<file path="src/rtl/cpu_sequencer.sv">
// Purpose: multi-cycle FETCH/DECODE/EXEC/MEM/WB control sequencer that owns the PC and issues regfile/dmem strobes.
// Latency: 4 cycles for ALU/jump ops, 4+N for lw/sw (N MEM cycles up to dmem_ready), 2 cycles from FETCH to HALT.
// Backpressure: MEM holds until dmem_ready; HOLD in step_mode waits for a step pulse; HALT is left only by reset.
module cpu_sequencer #(
  parameter int ADDR_W = 10
) (
  input  logic              clk,
  input  logic              reset,
  input  logic [31:0]       instr,
  input  logic              branch_taken,
  input  logic [31:0]       branch_target,
  input  logic              dmem_ready,
  input  logic              step_mode,
  input  logic              step,
  output logic [ADDR_W-1:0] pc_o,
  output logic [31:0]       ir,
  output logic              gr_we,
  output logic              dmem_req,
  output logic              dmem_we,
  output logic              halted,
  output logic              illegal,
  output logic [2:0]        stage,
  output logic [31:0]       instr_count
);

  // State encoding is visible on the stage port, so the values are fixed.
  typedef enum logic [2:0] {
    S_FETCH  = 3'd0,
    S_DECODE = 3'd1,
    S_EXEC   = 3'd2,
    S_MEM    = 3'd3,
    S_WB     = 3'd4,
    S_HOLD   = 3'd5,
    S_HALT   = 3'd6
  } state_t;

  localparam logic [3:0] OP_ADDI = 4'h0;
  localparam logic [3:0] OP_ADD  = 4'h1;
  localparam logic [3:0] OP_JALR = 4'h2;
  localparam logic [3:0] OP_JEQ  = 4'h3;
  localparam logic [3:0] OP_LW   = 4'h4;
  localparam logic [3:0] OP_SW   = 4'h5;
  localparam logic [3:0] OP_HALT = 4'hA;

  state_t            state;
  logic [ADDR_W-1:0] pc;
  logic              jump_r;
  logic [ADDR_W-1:0] target_r;

  // Opcode of the word arriving from ROM (used while in DECODE) and of the
  // latched instruction (used in every later stage).
  logic [3:0] in_op;
  logic [3:0] ir_op;
  logic [3:0] ir_rd;
  logic       in_legal;
  logic       ir_is_mem;
  logic       ir_writes_rd;
  logic       exec_jump;

  // Only the low ADDR_W bits of the jump target address ROM words.
  logic unused_target_hi;

  assign in_op = instr[3:0];
  assign ir_op = ir[3:0];
  assign ir_rd = ir[11:8];

  assign unused_target_hi = ^branch_target[31:ADDR_W];

  // Legal opcodes besides halt; halt is detected separately so it does not
  // raise the illegal flag.
  always_comb begin
    in_legal = 1'b0;
    case (in_op)
      OP_ADDI, OP_ADD, OP_JALR, OP_JEQ, OP_LW, OP_SW: in_legal = 1'b1;
      default:                                        in_legal = 1'b0;
    endcase
  end

  // Properties of the latched instruction that steer EXEC and WB.
  always_comb begin
    ir_is_mem    = (ir_op == OP_LW) || (ir_op == OP_SW);
    ir_writes_rd = 1'b0;
    case (ir_op)
      OP_ADDI, OP_ADD, OP_JALR, OP_LW: ir_writes_rd = (ir_rd != 4'd0);
      default:                         ir_writes_rd = 1'b0;
    endcase
    exec_jump    = (ir_op == OP_JALR) || ((ir_op == OP_JEQ) && branch_taken);
  end

  // Sequencer: state, PC, instruction latch, jump decision, sticky flags and
  // the retire counter all advance together; reset overrides any stage.
  always_ff @(posedge clk) begin
    if (reset) begin
      state       <= S_FETCH;
      pc          <= '0;
      ir          <= '0;
      jump_r      <= 1'b0;
      target_r    <= '0;
      halted      <= 1'b0;
      illegal     <= 1'b0;
      instr_count <= '0;
    end else begin
      case (state)
        S_FETCH: begin
          // PC is held steady so the ROM word for it arrives in DECODE.
          state <= S_DECODE;
        end
        S_DECODE: begin
          ir <= instr;
          if (in_op == OP_HALT) begin
            halted <= 1'b1;
            state  <= S_HALT;
          end else if (!in_legal) begin
            illegal <= 1'b1;
            halted  <= 1'b1;
            state   <= S_HALT;
          end else begin
            state <= S_EXEC;
          end
        end
        S_EXEC: begin
          jump_r   <= exec_jump;
          target_r <= branch_target[ADDR_W-1:0];
          state    <= ir_is_mem ? S_MEM : S_WB;
        end
        S_MEM: begin
          if (dmem_ready) begin
            state <= S_WB;
          end
        end
        S_WB: begin
          // PC+1 wraps naturally at ADDR_W bits; the counter wraps at 2^32.
          pc          <= jump_r ? target_r : pc + ADDR_W'(1);
          instr_count <= instr_count + 32'd1;
          // A step pulse in this cycle is deliberately not looked at.
          state       <= step_mode ? S_HOLD : S_FETCH;
        end
        S_HOLD: begin
          if (step || !step_mode) begin
            state <= S_FETCH;
          end
        end
        S_HALT: begin
          state <= S_HALT;
        end
        default: begin
          state <= S_FETCH;
        end
      endcase
    end
  end

  // Strobes depend only on registered state and ir, so they cannot glitch
  // with datapath inputs and drop the cycle after any reset edge.
  always_comb begin
    gr_we    = (state == S_WB) && ir_writes_rd;
    dmem_req = (state == S_MEM);
    dmem_we  = (state == S_MEM) && (ir_op == OP_SW);
  end

  assign pc_o  = pc;
  assign stage = state;

endmodule

</file>
<file path="config.mk">
export PLATFORM = sky130hd
export DESIGN_NAME = cpu_sequencer
export DESIGN_NICKNAME = d
export VERILOG_FILES = /design/src/rtl/cpu_sequencer.sv
export SDC_FILE = /design/constraint.sdc
export NUM_CORES = 1
export LEC_CHECK = 0
export ABC_AREA = 1
export BUFFER_PORTS_ARGS = -buffer_cell sky130_fd_sc_hd__buf_2
export CAP_MARGIN = 10
export CORE_ASPECT_RATIO = 0.6
export CORE_MARGIN = 4
export CORE_UTILIZATION = 40
export DETAILED_ROUTE_END_ITERATION = 12
export GPL_TIMING_DRIVEN = 0
export PLACE_DENSITY = 0.67
export REMOVE_ABC_BUFFERS = 1
export SLEW_MARGIN = 40
export SYNTH_ARGS = -nofsm -noshare
export SYNTH_HDL_FRONTEND = slang
export SYNTH_SLANG_ARGS = --single-unit
export TNS_END_PERCENT = 100
</file>
<file path="constraint.sdc">
create_clock -name clk -period 2 [get_ports clk]
set_input_delay 0.3 -clock clk [delete_from_list [all_inputs] [get_ports clk]]
set_output_delay 0.3 -clock clk [all_outputs]
set_load 0.05 [all_outputs]
</file>
==> results of run 1 <==
[registers in the layout (all words and copies together) (netlist names)]
| register | count |
|---|---|
| pc_o | 10 |
| illegal | 1 |
| instr_count | 32 |
| halted | 1 |
| ir | 32 |
| stage | 3 |
| target_r | 10 |
| jump_r | 1 |
[layout make-up]
cell class	instances	share of cell area, %
flip-flops and latches	90	34.12
clock inverters	4	0.9472
well taps	135	3.197
multi-input cells	464	40.00
repair buffers	131	12.93
inverters	55	3.955
clock buffers	12	4.854
[power by group]
part	switching (W)	total (W)	internal (W)
Sequential	0.000189	0.00226	0.00207
Clock	0.000691	0.00173	0.00104
Combinational	0.00158	0.00205	0.000470
Total	0.00246	0.00604	0.00358
[worst max-delay path by stage]
stage | start | depth (start not counted) | to | slack [ns]
finish | stage[1] | 6 | gr_we | 0.13
global route | stage[1] | 8 | instr_count[24] | -0.01
CTS | stage[2] | 7 | stage[1] | 0.006
detailed placement | stage[2] | 5 | gr_we | -0.16
global placement | stage[1] | 6 | ir[0] | -1.40
floorplan | stage[2] | 4 | gr_we | -0.77
[repair_timing]
item | 4_1_cts | 5_1_grt
setup endpoints to repair | 6 | 13
buffers inserted | 1 | 0
pin swaps | 1 | 0
resized for setup | 0 | 8
hold endpoints to repair | 0 | 0
hold buffers | 0 | 0
gates cloned | 1 | 0
[stage by stage]
| step | total power (W) | setup WS (ns) | utilization (%) | cell area [µm²] | hold slack (ns) |
|---|---|---|---|---|---|
| 6_report | 0.006037 | 0.1280 | 52.73 | 5284 | 0.1873 |
| 5_1_grt | 0.006351 | -0.01187 | 52.73 | 5284 | 0.1863 |
| 3_3_place_gp | 0.004191 | -1.401 | 48.93 | 4902 | 0.4359 |
| 2_1_floorplan | 0.003695 | -0.7717 | - | 4088 | 0.3691 |
| 3_5_place_dp | 0.004289 | -0.1615 | 49.33 | 4942 | 0.4525 |
| 4_1_cts | 0.006069 | 0.005956 | 52.52 | 5263 | 0.1777 |
[worst reg2reg max path, stage by stage (launching register included)]
cell and delay, ns:
dfxtp_1 0.37, nor2_1 0.22, nand2_4 0.22, nor2_4 0.23, nand4_1 0.27, nor2_4 0.23, nand3_1 0.09, nand2_1 0.06
nor2_1 0.05
[cell usage after synthesis, drive strengths merged]
cell    count
o31ai       1
nor4        2
dfxtp      90
xor2        3
a31oi       3
a21oi      56
nand3b      1
and2        1
ha          2
clkbuf     12
o211ai      3
and3        2
nand2     146
buf        10
xnor2       3
nand4       3
o22ai       2
nor3        7
o21a        2
inv        55
nand3      30
o21ai      57
or2         1
nor2      138
[logic make-up (layout without fill, tap and decap cells)]
| logic type | count (synthesis) | count (layout) |
|---|---|---|
| compound gates | 124 | 124 |
| xor+xnor | 6 | 6 |
| fa+ha+maj | 2 | 2 |
| buf+inv | 77 | 202 |
| flops | 90 | 90 |
| simple gates | 331 | 332 |
[layer usage]
metal | routed length (µm) | vias to the layer above
met5 | 0 | -
met4 | 191 | 0
met3 | 905 | 18
met2 | 5261 | 139
met1 | 6110 | 2016
li1 | - | 2273
==> flow_summary.toml, run 1 <==
[worst_setup_path]
r2r-end = "instr_count[24]"
crit_path_end_kind = "primary output"
cpPeakStageDelay_ns = 0.37
path_buf_inv = 2
worst_ep_required_time_ns = 1.70
cp_max_fo = 7
worstReg2RegStart = "stage[1]"
cp-start-kind = "flop"
crit_family = "simple AND/OR/NAND/NOR gates"
cp.arrival_ns = 1.57
path_class = "flop to primary output"
slowest_stage = "dfxtp_1"
r2r_cells = 8
crit_chain = "inv_1, nand2_2, nor2_4, o21ai_0, nor3_1, buf_4"
r2r_slack_ns = 0.15

[timing]
min_period_ns = 1.872
timing.fmax_ghz = 0.5342
max_slew.worst_pin.slew_ns = 0.7377
drv_slew = 0
relSlewSlack_pct = 50.77
period_share_pct = 93.60
final.setup_skew_ns = 0.006424
final-hold-violation-count = 0
setup_viol = 0
fin_tns_setup_ns = 0

[floorplan]
rows = 28
initial_core_util_pct = 41.71
io_pins = 152
fp.dieW_um = 140.0
dieHeight_um = 87.18
dieArea_um2 = 12200
coreArea_um2 = 10020

[cts]
cts_buffer_depth = 2
cts_inserted_buffers = 9
clk_pin_slew_worst_paths_ns = 0.06
htreeDepth = 3
cts_tree = "yes"
cts-root-buf = "clkbuf_16"
cts_num_sinks = 90
clk_latency_ns = 0.33

[cells_and_area]
layout_commonest_cell = "nand2_1"
ff_latch_area_um2 = 1803
area_growth_pct = 26.44
multi_input_area_um2 = 2113
drive_gt1_share_pct = 21.96
fill_cells = 1012
nNetsFinal = 823
stdcell_count = 891
final_cell_mix = "143 x nand2_1, 132 x nor2_1, 128 x buf_2, 89 x dfxtp_1"
n_antenna_cell = 0

[detailed_routing]
dr.first_iter.drc_count = 394
wl_per_cell_um = 13.99
wl_um = 12470
drc = 0
vias = 4446
postRouteAntennaNets = 0
drt_first_pass_iters = 5
via_per_inst = 4.990

[global_routing]
grt_util_met3_pct = 4.663
grt_pass1_wl_um = 20150
top_usage_layer = "met2"
grt_overflow = 0
use_met1_pct = 29.79
grt_max_degree = 60
met2_usage_pct = 29.92
grt_antenna_before_repair = 0
grt_use_total_pct = 20.33
grt_pass1_vias = 4026

[place]
place_inst = 873
numPortBuffers = 129
place_hpwl_um = 8888
gp_congestion = 0.9140

[yosys]
synthSimpleGateAreaFrac_pct = 32.54
synth_area_leaders = "dfxtp_1 43%, nand2_1 13%, nor2_1 12%"
synth-compound-area-share_pct = 15.36
synth_cell_types = 31
ys_seq_area_share_pct = 43.11
synthXorXnorAreaFrac_pct = 1.257
syn_area_per_cell_um2 = 6.633
synthMuxAreaShare_pct = 0
syn_inst = 630
ys_warn_count = 0
synth.cell_area_um2 = 4179
yosys.area_share.adder_pct = 0.5988
yosysTopAreaCell = "dfxtp_1"
synth_top_area_share_pct = 43.11
synth_top_family_by_area = "simple AND/OR/NAND/NOR gates"
ys_ff_latch = 90

[power]
vdd.ir_drop.worst_v = 0.0008090
p_leak_nw = 2.276
powerDensity_nw_per_um2 = 1142

[worst_hold_path]
hold_end = "ir[22]"
worstHoldStart = "instr[22]"
hold_depth = 3
hp-class = "input port to flop"

[flow_run]
cap_violations = 0

[run_status]
run_status = "complete, no violations"
(Power assumes the default switching activity.)
==> run 2: changes to the inputs <==
clock period = 2.1 ns   (was 2 ns; I/O delays follow)
==> flow_summary.toml, run 2 (synthesis results as in run 1) <==
[cells_and_area]
area_growth_pct = 26.23
nNetsFinal = 823
reg_top3 = "instr_count: 32 flops, ir: 32 flops"
ff_latch_area_um2 = 1802
fill_cells = 1014
multi_input_area_um2 = 2106
final_cell_mix = "144 x nand2_1, 132 x nor2_1, 128 x buf_2, 90 x dfxtp_1"
fin_util_pct = 52.65
stdcell_count = 891
drive_gt1_share_pct = 21.56
n_antenna_cell = 0
layout_commonest_cell = "nand2_1"

[place]
place_inst = 873
gp_congestion = 0.9140
pre_cts_slack_ns = -0.07652
numPortBuffers = 129
place_hpwl_um = 8888

[power]
total_power_w = 0.005747
powerDensity_nw_per_um2 = 1089
vdd.ir_drop.worst_v = 0.0007425
p_leak_nw = 2.276

[timing]
period_share_pct = 94.63
finalWorstSetupSlack_ns = 0.1129
fin_hold_ws_ns = 0.2020
setup_viol = 0
final-hold-violation-count = 0
min_period_ns = 1.987
drv_slew = 0
max_slew.worst_pin.slew_ns = 0.7286
rsz0062_at_grt = "true"
final.setup_skew_ns = 0.006147
timing.fmax_ghz = 0.5032
relSlewSlack_pct = 51.37

[cts]
cts_inserted_buffers = 9
cts_tree = "yes"
clk_pin_slew_worst_paths_ns = 0.06
cts_num_sinks = 90
cts-root-buf = "clkbuf_16"
cts_buffer_depth = 2
clk_latency_ns = 0.33
cts_hold_buffers = 0
htreeDepth = 3

[floorplan]
dieArea_um2 = 12200
coreArea_um2 = 10020
rows = 28
initial_core_util_pct = 41.71
io_pins = 152
fp.dieW_um = 140.0
dieHeight_um = 87.18

[worst_setup_path]
r2r_slack_ns = 0.20
worstReg2RegStart = "stage[2]"
cp.arrival_ns = 1.67
path_class = "flop to primary output"
worst_ep_required_time_ns = 1.78
r2r-end = "instr_count[25]"
r2r_cells = 8
crit_path_end = "gr_we"
crit_path_end_kind = "primary output"
startpoint = "stage[2]"
cp_max_fo = 6
cp-start-kind = "flop"

[worst_hold_path]
hp-class = "input port to flop"
hold_depth = 3

[global_routing]
grt_pass1_vias = 4026
grt_antenna_before_repair = 0
grt_max_degree = 60
grt_use_total_pct = 20.33
grt_overflow = 0
grt_pass1_wl_um = 20150

[detailed_routing]
drt_first_pass_iters = 5
via_per_inst = 5.007
vias = 4461
dr.first_iter.drc_count = 401
wl_um = 12450
drc = 0
postRouteAntennaNets = 0
wl_per_cell_um = 13.97

[flow_run]
cap_violations = 0

[run_status]
run_status = "complete, no violations"
## run 2: cell type report
cell class | count | area share, %
multi-input combinational | 464 | 39.92
sequential | 90 | 34.16
timing repair buffer | 131 | 12.95
clock buffer | 12 | 4.862
inverter | 55 | 3.961
tap | 135 | 3.202
clock inverter | 4 | 0.9488
## run 2: critical path, stage by stage (launching register included)
cell	delay, ns
dfxtp_1	0.52
inv_2	0.17
nor2_4	0.13
o21ai_0	0.09
nor3_1	0.19
buf_4	0.23
## run 2: routing by layer
layer	track usage, %	vias to the layer above	share of wire, %
met5	0	-	0
met4	5.805	0	1.5
met3	4.663	18	7.2
met2	29.92	154	42
met1	29.79	2019	50
li1	-	2270	-
## run 2: metrics by stage
step	instance area, µm²	TNS, ns
4_1_cts	5263	0
2_1_floorplan	4088	-18.91
6_report	5275	0
3_3_place_gp	4902	-45.76
5_1_grt	5275	-0.02151
3_5_place_dp	4942	-0.09998
## run 2: worst min path at each step
stage / from / slack, ns / end
6_report: instr[22] / 0.20 / ir[22]
5_1_grt: instr[22] / 0.20 / ir[22]
4_1_cts: instr[22] / 0.19 / ir[22]
3_5_place_dp: target_r[4] / 0.45 / target_r[4]
3_3_place_gp: illegal / 0.44 / illegal
2_1_floorplan: reset / 0.38 / illegal
## run 2: power by group
| part | total [W] | internal, W | leakage (nW) | switching [W] |
|---|---|---|---|---|
| Combinational | 0.00195 | 0.000446 | 1.40 | 0.00151 |
| Sequential | 0.00215 | 0.00197 | 0.733 | 0.000181 |
| Clock | 0.00165 | 0.000986 | 0.145 | 0.000660 |
| Total | 0.00575 | 0.00340 | 2.28 | 0.00235 |
## run 2: what timing repair did
item / in CTS / in global routing
pin swaps: 1 / 0
buffers inserted: 1 / 0
gates cloned: 1 / 0
setup endpoints to repair: 4 / 5
gates resized for setup: 0 / 4
